--- src/rtl/cpu_types_pkg.sv ---
// ---------------------------------------------------------------------------
// cpu_types_pkg
// Shared datapath types for the 5-stage MIPS pipeline.
//   word_t        : 32-bit data/address word
//   regbits_t     : 5-bit register-file index
//   exmem_state_t : data-memory request state held by the EX/MEM register
// ---------------------------------------------------------------------------
package cpu_types_pkg;

    typedef logic [31:0] word_t;
    typedef logic [4:0]  regbits_t;

    // IDLE : no data-memory request outstanding
    // REQ  : request live toward the cache, waiting for dhit
    // DONE : request finished, captured load data held for MEM/WB
    typedef enum logic [1:0] {
        IDLE = 2'd0,
        REQ  = 2'd1,
        DONE = 2'd2
    } exmem_state_t;

endpackage

--- src/rtl/exmem_if.sv ---
// ---------------------------------------------------------------------------
// exmem_if
// Signal bundle around the EX/MEM pipeline register.
//   Inputs to the register : en, flush, execute-stage payload and control,
//                            cache response (dhit, dmemload)
//   Outputs of the register: registered payload/control, sticky halt,
//                            cache request (dmemREN/WEN, addr, store data),
//                            load data for MEM/WB, mem_stall
// Modports:
//   exmem : the pipeline register itself
//   tb    : whatever drives the register (pipeline glue or a testbench)
// ---------------------------------------------------------------------------
interface exmem_if;
    import cpu_types_pkg::*;

    // pipeline control
    logic     en;
    logic     flush;

    // execute-stage payload
    word_t    aluout_in;
    word_t    rdat2_in;
    regbits_t wsel_in;
    word_t    pcplus4_in;

    // control bits from ID/EX
    logic     MemToReg_in;
    logic     regWEN_in;
    logic     dMemREN_in;
    logic     dMemWEN_in;
    logic     JType_in;
    logic     Halt_in;

    // cache response
    logic     dhit;
    word_t    dmemload;

    // registered payload toward MEM/WB
    word_t    aluout_out;
    word_t    rdat2_out;
    word_t    pcplus4_out;
    regbits_t wsel_out;
    logic     MemToReg_out;
    logic     regWEN_out;
    logic     JType_out;
    logic     Halt_out;

    // cache request and load data
    logic     dmemREN;
    logic     dmemWEN;
    word_t    dmemaddr;
    word_t    dmemstore;
    word_t    dload_out;
    logic     mem_stall;

    modport exmem (
        input  en, flush,
        input  aluout_in, rdat2_in, wsel_in, pcplus4_in,
        input  MemToReg_in, regWEN_in, dMemREN_in, dMemWEN_in, JType_in, Halt_in,
        input  dhit, dmemload,
        output aluout_out, rdat2_out, pcplus4_out, wsel_out,
        output MemToReg_out, regWEN_out, JType_out, Halt_out,
        output dmemREN, dmemWEN, dmemaddr, dmemstore, dload_out, mem_stall
    );

    modport tb (
        output en, flush,
        output aluout_in, rdat2_in, wsel_in, pcplus4_in,
        output MemToReg_in, regWEN_in, dMemREN_in, dMemWEN_in, JType_in, Halt_in,
        output dhit, dmemload,
        input  aluout_out, rdat2_out, pcplus4_out, wsel_out,
        input  MemToReg_out, regWEN_out, JType_out, Halt_out,
        input  dmemREN, dmemWEN, dmemaddr, dmemstore, dload_out, mem_stall
    );

endinterface

--- src/rtl/exmem_reg.sv ---
// ---------------------------------------------------------------------------
// exmem_reg
// EX/MEM pipeline register. Latches execute-stage results and control,
// issues the data-memory request to the cache and holds the pipeline
// (mem_stall) until dhit, then hands the load data to MEM/WB.
// Ports:
//   CLK : rising-edge clock
//   RST : synchronous, active-high reset
//   bus : exmem_if.exmem bundle (payload in/out, cache request/response)
// ---------------------------------------------------------------------------
module exmem_reg
    import cpu_types_pkg::*;
(
    input  logic   CLK,
    input  logic   RST,
    exmem_if.exmem bus
);

    exmem_state_t state;
    logic         ren_q;     // latched read request of the instruction in MEM
    logic         wen_q;     // latched write request of the instruction in MEM
    word_t        dload_q;   // last load data returned by the cache

    logic         stall;
    logic         ld;
    logic         ren_eff;
    logic         wen_eff;
    logic         in_req;

    assign in_req = (state == REQ);

    // A pending request without dhit freezes this stage; a dhit lets the
    // next instruction load in that same cycle.
    assign stall = in_req & ~bus.dhit;
    assign ld    = bus.en & ~stall;

    // Store wins when both requests are set; a flush kills both.
    assign wen_eff = bus.dMemWEN_in & ~bus.flush;
    assign ren_eff = bus.dMemREN_in & ~bus.dMemWEN_in & ~bus.flush;

    always_ff @(posedge CLK) begin
        // NOTE: all state uses non-blocking assignments so every register
        // samples the pre-edge values regardless of statement order.
        if (RST) begin
            state            <= IDLE;
            ren_q            <= 1'b0;
            wen_q            <= 1'b0;
            dload_q          <= '0;
            bus.aluout_out   <= '0;
            bus.rdat2_out    <= '0;
            bus.pcplus4_out  <= '0;
            bus.wsel_out     <= '0;
            bus.MemToReg_out <= 1'b0;
            bus.regWEN_out   <= 1'b0;
            bus.JType_out    <= 1'b0;
            bus.Halt_out     <= 1'b0;
        end else begin
            if (in_req && bus.dhit) begin
                dload_q <= bus.dmemload;
            end

            if (ld) begin
                bus.aluout_out   <= bus.aluout_in;
                bus.rdat2_out    <= bus.rdat2_in;
                bus.pcplus4_out  <= bus.pcplus4_in;
                bus.wsel_out     <= bus.wsel_in;
                bus.MemToReg_out <= bus.MemToReg_in & ~bus.flush;
                bus.regWEN_out   <= bus.regWEN_in & ~bus.flush;
                bus.JType_out    <= bus.JType_in & ~bus.flush;
                ren_q            <= ren_eff;
                wen_q            <= wen_eff;
                // Follows the incoming instruction, even when the current
                // request completes in this same cycle.
                state            <= (ren_eff | wen_eff) ? REQ : IDLE;
                // Halt is sticky: only reset clears it.
                if (bus.Halt_in && !bus.flush) begin
                    bus.Halt_out <= 1'b1;
                end
            end else if (in_req && bus.dhit) begin
                state <= DONE;
            end
        end
    end

    assign bus.dmemREN   = in_req & ren_q;
    assign bus.dmemWEN   = in_req & wen_q;
    assign bus.mem_stall = stall;
    assign bus.dmemaddr  = bus.aluout_out;
    assign bus.dmemstore = bus.rdat2_out;
    // While the request is live MEM/WB sees the cache data directly, so a
    // same-cycle advance still picks up the load result.
    assign bus.dload_out = in_req ? bus.dmemload : dload_q;

endmodule

--- src/flat_wrapper.sv ---
// flat-port wrapper written by rule: the top's interface ports become plain ports
module exmem_reg_flat import cpu_types_pkg::*;
  (CLK, RST, bus_en, bus_flush, bus_aluout_in, bus_rdat2_in, bus_wsel_in, bus_pcplus4_in, bus_MemToReg_in, bus_regWEN_in, bus_dMemREN_in, bus_dMemWEN_in, bus_JType_in, bus_Halt_in, bus_dhit, bus_dmemload, bus_aluout_out, bus_rdat2_out, bus_pcplus4_out, bus_wsel_out, bus_MemToReg_out, bus_regWEN_out, bus_JType_out, bus_Halt_out, bus_dmemREN, bus_dmemWEN, bus_dmemaddr, bus_dmemstore, bus_dload_out, bus_mem_stall);
  exmem_if bus_i ();
  input  logic CLK;
  input  logic RST;
  input wire logic [$bits(bus_i.en)-1:0] bus_en;
  input wire logic [$bits(bus_i.flush)-1:0] bus_flush;
  input wire logic [$bits(bus_i.aluout_in)-1:0] bus_aluout_in;
  input wire logic [$bits(bus_i.rdat2_in)-1:0] bus_rdat2_in;
  input wire logic [$bits(bus_i.wsel_in)-1:0] bus_wsel_in;
  input wire logic [$bits(bus_i.pcplus4_in)-1:0] bus_pcplus4_in;
  input wire logic [$bits(bus_i.MemToReg_in)-1:0] bus_MemToReg_in;
  input wire logic [$bits(bus_i.regWEN_in)-1:0] bus_regWEN_in;
  input wire logic [$bits(bus_i.dMemREN_in)-1:0] bus_dMemREN_in;
  input wire logic [$bits(bus_i.dMemWEN_in)-1:0] bus_dMemWEN_in;
  input wire logic [$bits(bus_i.JType_in)-1:0] bus_JType_in;
  input wire logic [$bits(bus_i.Halt_in)-1:0] bus_Halt_in;
  input wire logic [$bits(bus_i.dhit)-1:0] bus_dhit;
  input wire logic [$bits(bus_i.dmemload)-1:0] bus_dmemload;
  output wire logic [$bits(bus_i.aluout_out)-1:0] bus_aluout_out;
  output wire logic [$bits(bus_i.rdat2_out)-1:0] bus_rdat2_out;
  output wire logic [$bits(bus_i.pcplus4_out)-1:0] bus_pcplus4_out;
  output wire logic [$bits(bus_i.wsel_out)-1:0] bus_wsel_out;
  output wire logic [$bits(bus_i.MemToReg_out)-1:0] bus_MemToReg_out;
  output wire logic [$bits(bus_i.regWEN_out)-1:0] bus_regWEN_out;
  output wire logic [$bits(bus_i.JType_out)-1:0] bus_JType_out;
  output wire logic [$bits(bus_i.Halt_out)-1:0] bus_Halt_out;
  output wire logic [$bits(bus_i.dmemREN)-1:0] bus_dmemREN;
  output wire logic [$bits(bus_i.dmemWEN)-1:0] bus_dmemWEN;
  output wire logic [$bits(bus_i.dmemaddr)-1:0] bus_dmemaddr;
  output wire logic [$bits(bus_i.dmemstore)-1:0] bus_dmemstore;
  output wire logic [$bits(bus_i.dload_out)-1:0] bus_dload_out;
  output wire logic [$bits(bus_i.mem_stall)-1:0] bus_mem_stall;
  assign bus_i.en = bus_en;
  assign bus_i.flush = bus_flush;
  assign bus_i.aluout_in = bus_aluout_in;
  assign bus_i.rdat2_in = bus_rdat2_in;
  assign bus_i.wsel_in = bus_wsel_in;
  assign bus_i.pcplus4_in = bus_pcplus4_in;
  assign bus_i.MemToReg_in = bus_MemToReg_in;
  assign bus_i.regWEN_in = bus_regWEN_in;
  assign bus_i.dMemREN_in = bus_dMemREN_in;
  assign bus_i.dMemWEN_in = bus_dMemWEN_in;
  assign bus_i.JType_in = bus_JType_in;
  assign bus_i.Halt_in = bus_Halt_in;
  assign bus_i.dhit = bus_dhit;
  assign bus_i.dmemload = bus_dmemload;
  assign bus_aluout_out = bus_i.aluout_out;
  assign bus_rdat2_out = bus_i.rdat2_out;
  assign bus_pcplus4_out = bus_i.pcplus4_out;
  assign bus_wsel_out = bus_i.wsel_out;
  assign bus_MemToReg_out = bus_i.MemToReg_out;
  assign bus_regWEN_out = bus_i.regWEN_out;
  assign bus_JType_out = bus_i.JType_out;
  assign bus_Halt_out = bus_i.Halt_out;
  assign bus_dmemREN = bus_i.dmemREN;
  assign bus_dmemWEN = bus_i.dmemWEN;
  assign bus_dmemaddr = bus_i.dmemaddr;
  assign bus_dmemstore = bus_i.dmemstore;
  assign bus_dload_out = bus_i.dload_out;
  assign bus_mem_stall = bus_i.mem_stall;
  exmem_reg u_core (.CLK(CLK), .RST(RST), .bus(bus_i));
endmodule
--- config.mk ---
export PLATFORM = sky130hd
export DESIGN_NAME = exmem_reg_flat
export DESIGN_NICKNAME = d
export VERILOG_FILES = /design/src/rtl/cpu_types_pkg.sv /design/src/rtl/exmem_if.sv /design/src/rtl/exmem_reg.sv /design/src/flat_wrapper.sv
export SDC_FILE = /design/constraint.sdc
export NUM_CORES = 1
export LEC_CHECK = 0
export CAP_MARGIN = 20
export CORE_UTILIZATION = 35
export DETAILED_ROUTE_END_ITERATION = 16
export HOLD_SLACK_MARGIN = 0.02
export PLACE_DENSITY = 0.71
export SYNTH_ARGS = -nofsm -noshare
export SYNTH_HDL_FRONTEND = slang
export SYNTH_SLANG_ARGS = --single-unit
--- constraint.sdc ---
create_clock -name CLK -period 4.96 [get_ports CLK]
set_clock_uncertainty 0.15 [all_clocks]
set_input_delay 0.496 -clock CLK [delete_from_list [all_inputs] [get_ports CLK]]
set_output_delay 0.496 -clock CLK [all_outputs]
set_load 0.02 [all_outputs]
==> results.json, run 1 <==
{
  "die_w_um": 136.8,
  "drt_wl_total_um": 20580,
  "path_max_fanout": 42,
  "drc": 0,
  "hold_class": "register to register",
  "crit_path_max_incr_delay_ns": 0.71,
  "ctsHoldBuffers": 0,
  "crit_start": "bus_dhit",
  "firstDrtPassIters": 5,
  "antenna_cells": 0,
  "cp_num_buf_inv": 3,
  "async_reset_ff_share_pct": 0,
  "period_minus_slack_ns": 3.277,
  "crit_top_cell": "clkdlybuf4s50_1",
  "wl_per_cell_um": 16.88,
  "placed_cells": 1187,
  "min_period_over_period_pct": 66.06,
  "critPathRequiredTime_ns": 4.31,
  "portBuffers": 347,
  "cts_tree": "done",
  "synth-seq-cells": 141,
  "dieArea_um2": 18730,
  "power_density_nw_per_um2": 317.2,
  "vias_per_cell": 5.075,
  "io_pins": 348,
  "maxCapViolCount": 0,
  "cts_buffers": 17,
  "ant_nets": 0,
  "cts_resized": 0,
  "crit_path_end_kind": "output port",
  "grt-ovfl-total": 0,
  "hold_viol": 0,
  "p_leak_nw": 3.483,
  "fp.dieH_um": 136.8,
  "antenna_found_initial": 0,
  "yosysTopAreaCell": "dfxtp_1",
  "fin_tns_setup_ns": 0,
  "layout-drive-gt1-share_pct": 13.58,
  "vdd_drop_max_mv": 0.2172,
  "final_cells": 1219,
  "grt_setup_unrepaired": "false",
  "insertion_delay_ns": 0.41,
  "cts_htree_levels": 4,
  "cp_top_family": "buffers and inverters",
  "outcome": "complete, no violations",
  "cp_slowest_cell": "clkdlybuf4s50_1",
  "gp_congestion": 0.8184,
  "dpl.hpwl_um": 13840,
  "grt_pass1_wl_um": 30560,
  "fin_nets": 1125,
  "cts_sinks": 141,
  "start_util_pct": 36.29,
  "synthTopCellsByArea": "dfxtp_1 (44%), a21oi_1 (8.7%), nand3_1 (8.0%)",
  "mappedNetlistArea_um2": 6364,
  "worst_pin_slew_ns": 0.8410,
  "synth_common_cells": "dfxtp_1 (141), a21oi_1 (111), nand3_1 (102), o21ai_0 (77), nand2_1 (65)",
  "synth_nets": 887,
  "via_count": 6186,
  "fmax_mhz": 305.2,
  "core.rowCount": 48,
  "crit_chain": "clkdlybuf4s50_1, or3b_4, clkinv_4, clkdlybuf4s50_1",
  "area_delta_synth_final_pct": 56.37,
  "cts.clk_slew.worst_paths_ns": 0.06,
  "grt_pass1_vias": 5643,
  "setup_viol": 0,
  "grt_use_total_pct": 21.14,
  "clock-root-buffer": "clkbuf_16",
  "synthCells": 743,
  "coreArea_um2": 17540,
  "fillers": 1597,
  "synth-edff-count": 0,
  "setup.worst_path.start_class": "primary input",
  "cp.arrival_ns": 2.63,
  "maxSlewViolCount": 0,
  "yosys.cell_types.count": 28,
  "grt_max_degree": 75,
  "worstReg2RegStart": "u_core.state[1]$_SDFFE_PP0P_",
  "maxSlewHeadroom_pct": 43.94,
  "postCtsSetupBuffers": 0,
  "dr.first_iter.drc_count": 295,
  "synth_seq_area_share_pct": 44.36,
  "ys_warn_count": 0,
  "syn_avg_cell_area_um2": 8.565,
  "synth_ff_type": "dfxtp_1",
  "min-delay-start": "u_core.dload_q[3]$_SDFFE_PP0P_",
  "clockBufferDepth": 2,
  "yosysTopAreaCellShare_pct": 44.36,
  "path_class": "primary input to output port",
  "yosysMostFrequentCell": "dfxtp_1"
}
==> per-layer routing <==
| layer | global-route usage (%) | part of all wire (%) | vias to the layer above |
|---|---|---|---|
| met2 | 34.52 | 49 | 249 |
| met4 | 6.899 | 1.2 | 0 |
| met5 | 0 | 0 | - |
| li1 | - | - | 2997 |
| met1 | 25.83 | 41 | 2923 |
| met3 | 7.444 | 8.8 | 17 |
==> where the power goes <==
group          switching (mW)  internal (mW)  leakage [nW]
combinational           0.296          0.308          2.03
clock                   0.493          0.831         0.296
sequential             0.0385           1.19          1.16
total                   0.828           2.33          3.48
==> registers in the layout, indices dropped and copies added (netlist names) <==
| register | flops |
|---|---|
| u_core.bus.aluout_out | 32 |
| u_core.bus.dmemstore | 32 |
| u_core.bus.pcplus4_out | 32 |
| u_core.dload_q | 32 |
| u_core.bus.wsel_out | 5 |
| u_core.state | 2 |
| u_core.bus.Halt_out | 1 |
| u_core.bus.JType_out | 1 |
| u_core.bus.MemToReg_out | 1 |
| u_core.bus.regWEN_out | 1 |
| u_core.ren_q | 1 |
| u_core.wen_q | 1 |
==> area by class of cell <==
class | count | area (um2) | area share (%)
tap | 225 | 281.5 | 2.829
clock buffer | 22 | 474.2 | 4.766
inverter | 4 | 21.27 | 0.2138
sequential | 141 | 2823 | 28.37
multi-input combinational | 461 | 2678 | 26.91
timing repair buffer | 356 | 3536 | 35.53
clock inverter | 10 | 137.6 | 1.383
==> kinds of logic after synthesis <==
family,count (synthesis),synth area share [%]
flip-flops,141,44.36
multiplexers,33,5.820
AND/OR/NAND/NOR,181,13.29
AO/OA/AOI/OAI,247,22.89
buffers and inverters,141,13.65
==> worst min-delay path: cells and delay by family, from the launching register on <==
kind             cells  cell delay [ns]
AO/OA/AOI/OAI        1             0.05
flip-flops           1             0.31
AND/OR/NAND/NOR      1             0.05
==> metrics by stage <==
stage	instance area (um2)	hold slack [ns]	utilization [%]	worst slack [ns]	total power, mW
floorplan	6364	0.2838	-	2.978	1.565
global placement	9339	0.2819	53.25	1.679	1.854
detailed placement	9339	0.2970	53.25	1.692	1.858
CTS	9951	0.3057	56.74	1.670	3.190
global route	9951	0.3192	56.74	1.545	3.287
finish	9951	0.3038	56.74	1.683	3.157
==> layout by cell type, fill, tap and decap left out, types with 4 or more instances in the layout <==
| master | netlist | routed |
|---|---|---|
| a21oi_1 | 111 | 111 |
| clkdlybuf4s50_1 | 0 | 345 |
| buf_4 | 64 | 11 |
| o21ai_2 | 29 | 29 |
| o21ai_0 | 77 | 77 |
| nand4_1 | 5 | 5 |
| clkinv_2 | 0 | 4 |
| nand2_1 | 65 | 65 |
| clkbuf_16 | 0 | 17 |
| a21oi_2 | 29 | 29 |
| nand3_1 | 102 | 102 |
| dfxtp_1 | 141 | 141 |
| mux2_2 | 32 | 32 |
==> worst paths after layout <==
kind,end,slack [ns],cells past startpoint
min reg2reg,u_core.dload_q[3]$_SDFFE_PP0P_,0.30,2
max reg2reg,u_core.bus.pcplus4_out[4]$_SDFFE_PP0P_,2.24,5
min,u_core.dload_q[3]$_SDFFE_PP0P_,0.30,2
max,bus_mem_stall,1.68,4
No activity file was read; power rests on OpenSTA's default activity.
==> inputs of run 2 (changes only) <==
==> constraint.sdc (replaced) <==
create_clock -name CLK -period 3.36 [get_ports CLK]
set_clock_uncertainty 0.15 [all_clocks]
set_input_delay 0.336 -clock CLK [delete_from_list [all_inputs] [get_ports CLK]]
set_output_delay 0.336 -clock CLK [all_outputs]
set_load 0.02 [all_outputs]
==> results.json, run 2 (synthesis results as in run 1) <==
{
  "power_density_nw_per_um2": 462.4,
  "via_count": 6170,
  "fin_tns_setup_ns": 0,
  "crit_path_max_incr_delay_ns": 0.54,
  "clock-root-buffer": "clkbuf_16",
  "fmax_mhz": 355.8,
  "postCtsSetupBuffers": 0,
  "portBuffers": 347,
  "sequentialPowerShare_pct": 39.3,
  "cts_buffers": 17,
  "antenna_cells": 0,
  "antenna_found_initial": 0,
  "worst_pin_slew_ns": 0.6458,
  "grt_pass1_wl_um": 31330,
  "setup_viol": 0,
  "setup.worst_path.start_class": "register",
  "outcome": "complete, no violations",
  "core.rowCount": 48,
  "crit_cells": 4,
  "grt_use_total_pct": 21.54,
  "vias_per_cell": 5.066,
  "cp_num_buf_inv": 2,
  "setup_slack_ns": 0.5491,
  "io_pins": 348,
  "net-switching-power_mw": 1.206,
  "cts_resized": 0,
  "critPathRequiredTime_ns": 2.87,
  "maxCapViolCount": 0,
  "clockBufferDepth": 2,
  "cts_htree_levels": 4,
  "grt_pass1_vias": 5823,
  "pwr-share-clk_pct": 41.3,
  "dpl.hpwl_um": 13920,
  "period_minus_slack_ns": 2.811,
  "p_total_mw": 4.618,
  "insertion_delay_ns": 0.41,
  "reg2reg_slack_ns": 1.42,
  "fp.dieH_um": 136.8,
  "vdd_drop_max_mv": 0.3235,
  "layout_commonest_cell": "clkdlybuf4s50_1",
  "cp_top_family": "buffers and inverters",
  "p_leak_nw": 3.492,
  "coreArea_um2": 17540,
  "cts_sinks": 141,
  "cp.arrival_ns": 2.32,
  "grt_max_degree": 108,
  "area_delta_synth_final_pct": 56.94,
  "layout-drive-gt1-share_pct": 13.70,
  "path_max_fanout": 32,
  "holdPathStages": 2,
  "wl_per_cell_um": 16.99,
  "cp_slowest_cell": "clkdlybuf4s50_1",
  "drt_wl_total_um": 20690,
  "crit_chain": "nor2b_2, buf_4, mux2_2, clkdlybuf4s50_1",
  "maxSlewViolCount": 0,
  "hold_viol": 0,
  "ant_nets": 0,
  "crit_path_end_kind": "output port",
  "maxSlewHeadroom_pct": 56.82,
  "grt_setup_unrepaired": "false",
  "grt-ovfl-total": 0,
  "mostFrequentLayoutCells": "clkdlybuf4s50_1 (345), dfxtp_1 (141), a21oi_1 (111)",
  "dr.first_iter.drc_count": 326,
  "cts_tree": "done",
  "fin_nets": 1125,
  "hold_class": "primary input to register",
  "p_int_mw": 3.412,
  "final_util_pct": 56.95,
  "combinationalPowerShare_pct": 19.5,
  "start_util_pct": 36.29,
  "drc": 0,
  "path_class": "register to output port",
  "rr_worst_depth": 5,
  "dieArea_um2": 18730,
  "die_w_um": 136.8,
  "gp_congestion": 0.8078,
  "dp_slack_ns": 0.9736,
  "ctsHoldBuffers": 0,
  "firstDrtPassIters": 6,
  "min_period_over_period_pct": 83.66,
  "switching_share_pct": 26.11,
  "cts.clk_slew.worst_paths_ns": 0.06
}
[run 2: cell count changes in the layout (fill, tap and decap cells not counted)]
cell,change
buf_4,-4
clkbuf_8,-1
buf_12,+4
clkbuf_1,-2
clkinv_2,+2
clkinv_4,-2
clkinvlp_4,+2
[run 2: final cells by class]
class / instances / area, um2
clock buffer: 19 / 452.9
clock inverter: 12 / 145.1
fill: 1605 / 7550
inverter: 4 / 21.27
multi-input combinational: 461 / 2678
sequential: 141 / 2823
tap: 225 / 281.5
timing repair buffer: 356 / 3586
[run 2: worst reg2reg max path: stages (launching register included)]
cell and delay [ns]:
dfxtp_1 0.38, or3b_4 0.44, clkinv_4 0.07, buf_12 0.37, o21ai_0 0.26, a21oi_1 0.20
[run 2: layer usage]
layer / routed length, um / vias to the layer above / track usage, %
li1: - / 2997 / -
met1: 7946 / 2894 / 24.62
met2: 10270 / 245 / 35.93
met3: 1956 / 34 / 8.037
met4: 521 / 0 / 9.219
met5: 0 / - / 0
[run 2: power groups by stage]
stage	Clock, mW	Sequential [mW]	Combinational [mW]
floorplan	0	1.93	0.384
global placement	0	1.85	0.897
detailed placement	0	1.85	0.902
CTS	1.94	1.81	0.906
global route	2.01	1.82	0.960
finish	1.91	1.81	0.899
[run 2: through the flow]
step                std cells  hold WS, ns  cell area, um2
floorplan                 743       0.2838            6364
global placement         1187       0.2857            9389
detailed placement       1187       0.2939            9389
CTS                      1218       0.2769            9987
global route             1218       0.2971            9987
finish                   1218       0.2768            9987
[run 2: worst paths after layout]
path,start,to
hold / removal,RST,u_core.dload_q[20]$_SDFFE_PP0P_
setup / recovery,u_core.state[0]$_SDFFE_PP0P_,bus_dload_out[14]
hold reg to reg,u_core.bus.Halt_out$_SDFFE_PP0P_,u_core.bus.Halt_out$_SDFFE_PP0P_
setup reg to reg,u_core.state[0]$_SDFFE_PP0P_,u_core.bus.dmemstore[19]$_SDFFE_PP0P_
==> inputs of run 3 (changes only) <==
--- a/config.mk
+++ b/config.mk
@@ -9,7 +9,7 @@
 export CORE_UTILIZATION = 35
 export DETAILED_ROUTE_END_ITERATION = 16
 export HOLD_SLACK_MARGIN = 0.02
-export PLACE_DENSITY = 0.71
+export PLACE_DENSITY = 0.73
 export SYNTH_ARGS = -nofsm -noshare
 export SYNTH_HDL_FRONTEND = slang
 export SYNTH_SLANG_ARGS = --single-unit
==> constraint.sdc (replaced) <==
create_clock -name CLK -period 2.57 [get_ports CLK]
set_clock_uncertainty 0.15 [all_clocks]
set_input_delay 0.257 -clock CLK [delete_from_list [all_inputs] [get_ports CLK]]
set_output_delay 0.257 -clock CLK [all_outputs]
set_load 0.02 [all_outputs]
==> results.json, run 3 (synthesis results as in run 1) <==
{
  "outcome": "complete, no violations",
  "worstReg2RegStart": "u_core.state[1]$_SDFFE_PP0P_",
  "final_cells": 1227,
  "grt_pass1_vias": 5865,
  "fmax_mhz": 403.8,
  "maxCapViolCount": 0,
  "maxSlewViolCount": 0,
  "drc": 0,
  "place_area_um2": 9459,
  "fillers": 1590,
  "grt_setup_unrepaired": "false",
  "cts_sinks": 141,
  "core.rowCount": 48,
  "finalInstanceArea_um2": 10100,
  "grt-ovfl-total": 0,
  "pwr-share-clk_pct": 42.7,
  "cts_buffers": 17,
  "p_leak_nw": 3.694,
  "path_max_fanout": 16,
  "vias_per_cell": 5.045,
  "net-switching-power_mw": 1.641,
  "coreArea_um2": 17540,
  "cts.clk_slew.worst_paths_ns": 0.06,
  "fin_nets": 1134,
  "cts_tree": "done",
  "area_delta_synth_final_pct": 58.65,
  "die_w_um": 136.8,
  "insertion_delay_ns": 0.41,
  "firstDrtPassIters": 5,
  "r2r-end": "u_core.bus.dmemstore[5]$_SDFFE_PP0P_",
  "cts_htree_levels": 4,
  "p_total_mw": 6.189,
  "min-delay-start": "RST",
  "vdd_drop_max_mv": 0.4249,
  "antenna_cells": 0,
  "dieArea_um2": 18730,
  "min_to": "u_core.bus.aluout_out[15]$_SDFFE_PP0P_",
  "maxSlewHeadroom_pct": 54.79,
  "clockBufferDepth": 2,
  "portBuffers": 347,
  "worst_pin_slew_ns": 0.6781,
  "wl_per_cell_um": 16.90,
  "antenna_found_initial": 0,
  "mostFrequentLayoutCells": "clkdlybuf4s50_1 (314), dfxtp_1 (141), a21oi_1 (111)",
  "setup.worst_path.start_class": "register",
  "cp.arrival_ns": 2.07,
  "layout_commonest_cell": "clkdlybuf4s50_1",
  "power_density_nw_per_um2": 613.0,
  "placed_cells": 1193,
  "fp.dieH_um": 136.8,
  "clock-root-buffer": "clkbuf_16",
  "grt_pass1_wl_um": 31320,
  "ant_nets": 0,
  "rr_worst_depth": 5,
  "start_util_pct": 36.29,
  "min_period_over_period_pct": 96.37,
  "period_minus_slack_ns": 2.477,
  "via_count": 6190,
  "grt_max_degree": 111,
  "sequentialPowerShare_pct": 38.3,
  "holdPathStages": 3,
  "critPathRequiredTime_ns": 2.16,
  "reg2reg_slack_ns": 0.23,
  "crit_path_end_kind": "output port",
  "switching_share_pct": 26.52,
  "ctsHoldBuffers": 0,
  "setup_viol": 0,
  "combinationalPowerShare_pct": 19.0,
  "p_int_mw": 4.548,
  "drt_wl_total_um": 20730,
  "grt_use_total_pct": 21.38,
  "layout-drive-gt1-share_pct": 14.47,
  "hold_viol": 0,
  "io_pins": 348,
  "dr.first_iter.drc_count": 359,
  "gp_congestion": 0.7635,
  "hold_class": "primary input to register",
  "dpl.hpwl_um": 13640,
  "path_class": "register to output port"
}
run 3: cell count changes in the layout (fill, tap and decap cells not counted), sizes merged:
cell           delta
clkinvlp          -1
clkdlybuf4s50    -31
bufinv            +1
dlygate4sd2      +31
buf               +8
inv               +1
run 3: worst max-delay path by stage:
stage                                             from                                      end  slack [ns]  cells after the start
after floorplan           u_core.state[0]$_SDFFE_PP0P_                        bus_dload_out[10]        0.83                      4
after global placement                        bus_dhit  u_core.bus.pcplus4_out[24]$_SDFFE_PP0P_      -0.002                      6
after detailed placement                      bus_dhit     u_core.bus.dmemstore[5]$_SDFFE_PP0P_       -0.05                      6
after CTS                 u_core.state[0]$_SDFFE_PP0P_                        bus_dload_out[21]       0.006                      4
after global routing      u_core.state[0]$_SDFFE_PP0P_                        bus_dload_out[21]        0.01                      4
final                     u_core.state[0]$_SDFFE_PP0P_                        bus_dload_out[21]        0.09                      4
run 3: worst max-delay path: stages, from the launching register on:
cell,delay [ns]
dfxtp_1,0.39
nor2b_4,0.22
buf_12,0.17
mux2_2,0.34
clkdlybuf4s50_1,0.53
run 3: cell type report:
| type | instances | area (um2) | area share, % |
|---|---|---|---|
| Sequential cell | 141 | 2823 | 27.96 |
| Tap cell | 225 | 281.5 | 2.788 |
| Clock buffer | 18 | 439.2 | 4.350 |
| Multi-Input combinational cell | 461 | 2683 | 26.57 |
| Clock inverter | 13 | 191.4 | 1.896 |
| Inverter | 4 | 21.27 | 0.2107 |
| Timing Repair Buffer | 365 | 3657 | 36.23 |
run 3: metal layers:
layer | wire, um | track usage [%] | vias to the layer above
li1 | - | - | 3016
met3 | 1673 | 6.519 | 21
met5 | 0 | 0 | -
met1 | 8673 | 26.11 | 2897
met2 | 10130 | 35.82 | 256
met4 | 259 | 6.716 | 0
run 3: power by group through the flow:
| stage | clock (mW) | combinational (mW) | sequential [mW] |
|---|---|---|---|
| final | 2.64 | 1.17 | 2.37 |
| after global routing | 2.79 | 1.25 | 2.38 |
| after CTS | 2.69 | 1.17 | 2.37 |
| after detailed placement | 0 | 1.18 | 2.42 |
| after global placement | 0 | 1.18 | 2.41 |
| after floorplan | 0 | 0.502 | 2.52 |
run 3: through the flow:
step / setup slack, ns / TNS [ns] / util [%] / hold WS [ns]
after global placement: -0.002476 / -0.002476 / 53.94 / 0.2849
after detailed placement: -0.04513 / -0.5945 / 53.94 / 0.2889
final: 0.09330 / 0 / 57.57 / 0.1841
after CTS: 0.006145 / 0 / 57.34 / 0.1783
after global routing: 0.01432 / 0 / 57.57 / 0.1935
after floorplan: 0.8271 / 0 / - / 0.2430
run 3: repair_timing:
| item | in CTS | in global routing |
|---|---|---|
| setup endpoints to repair | 32 | 1 |
| buffers inserted | 0 | 2 |
| resized for setup | 32 | 0 |
| hold endpoints to repair | 0 | 0 |
| cloned | 0 | 1 |
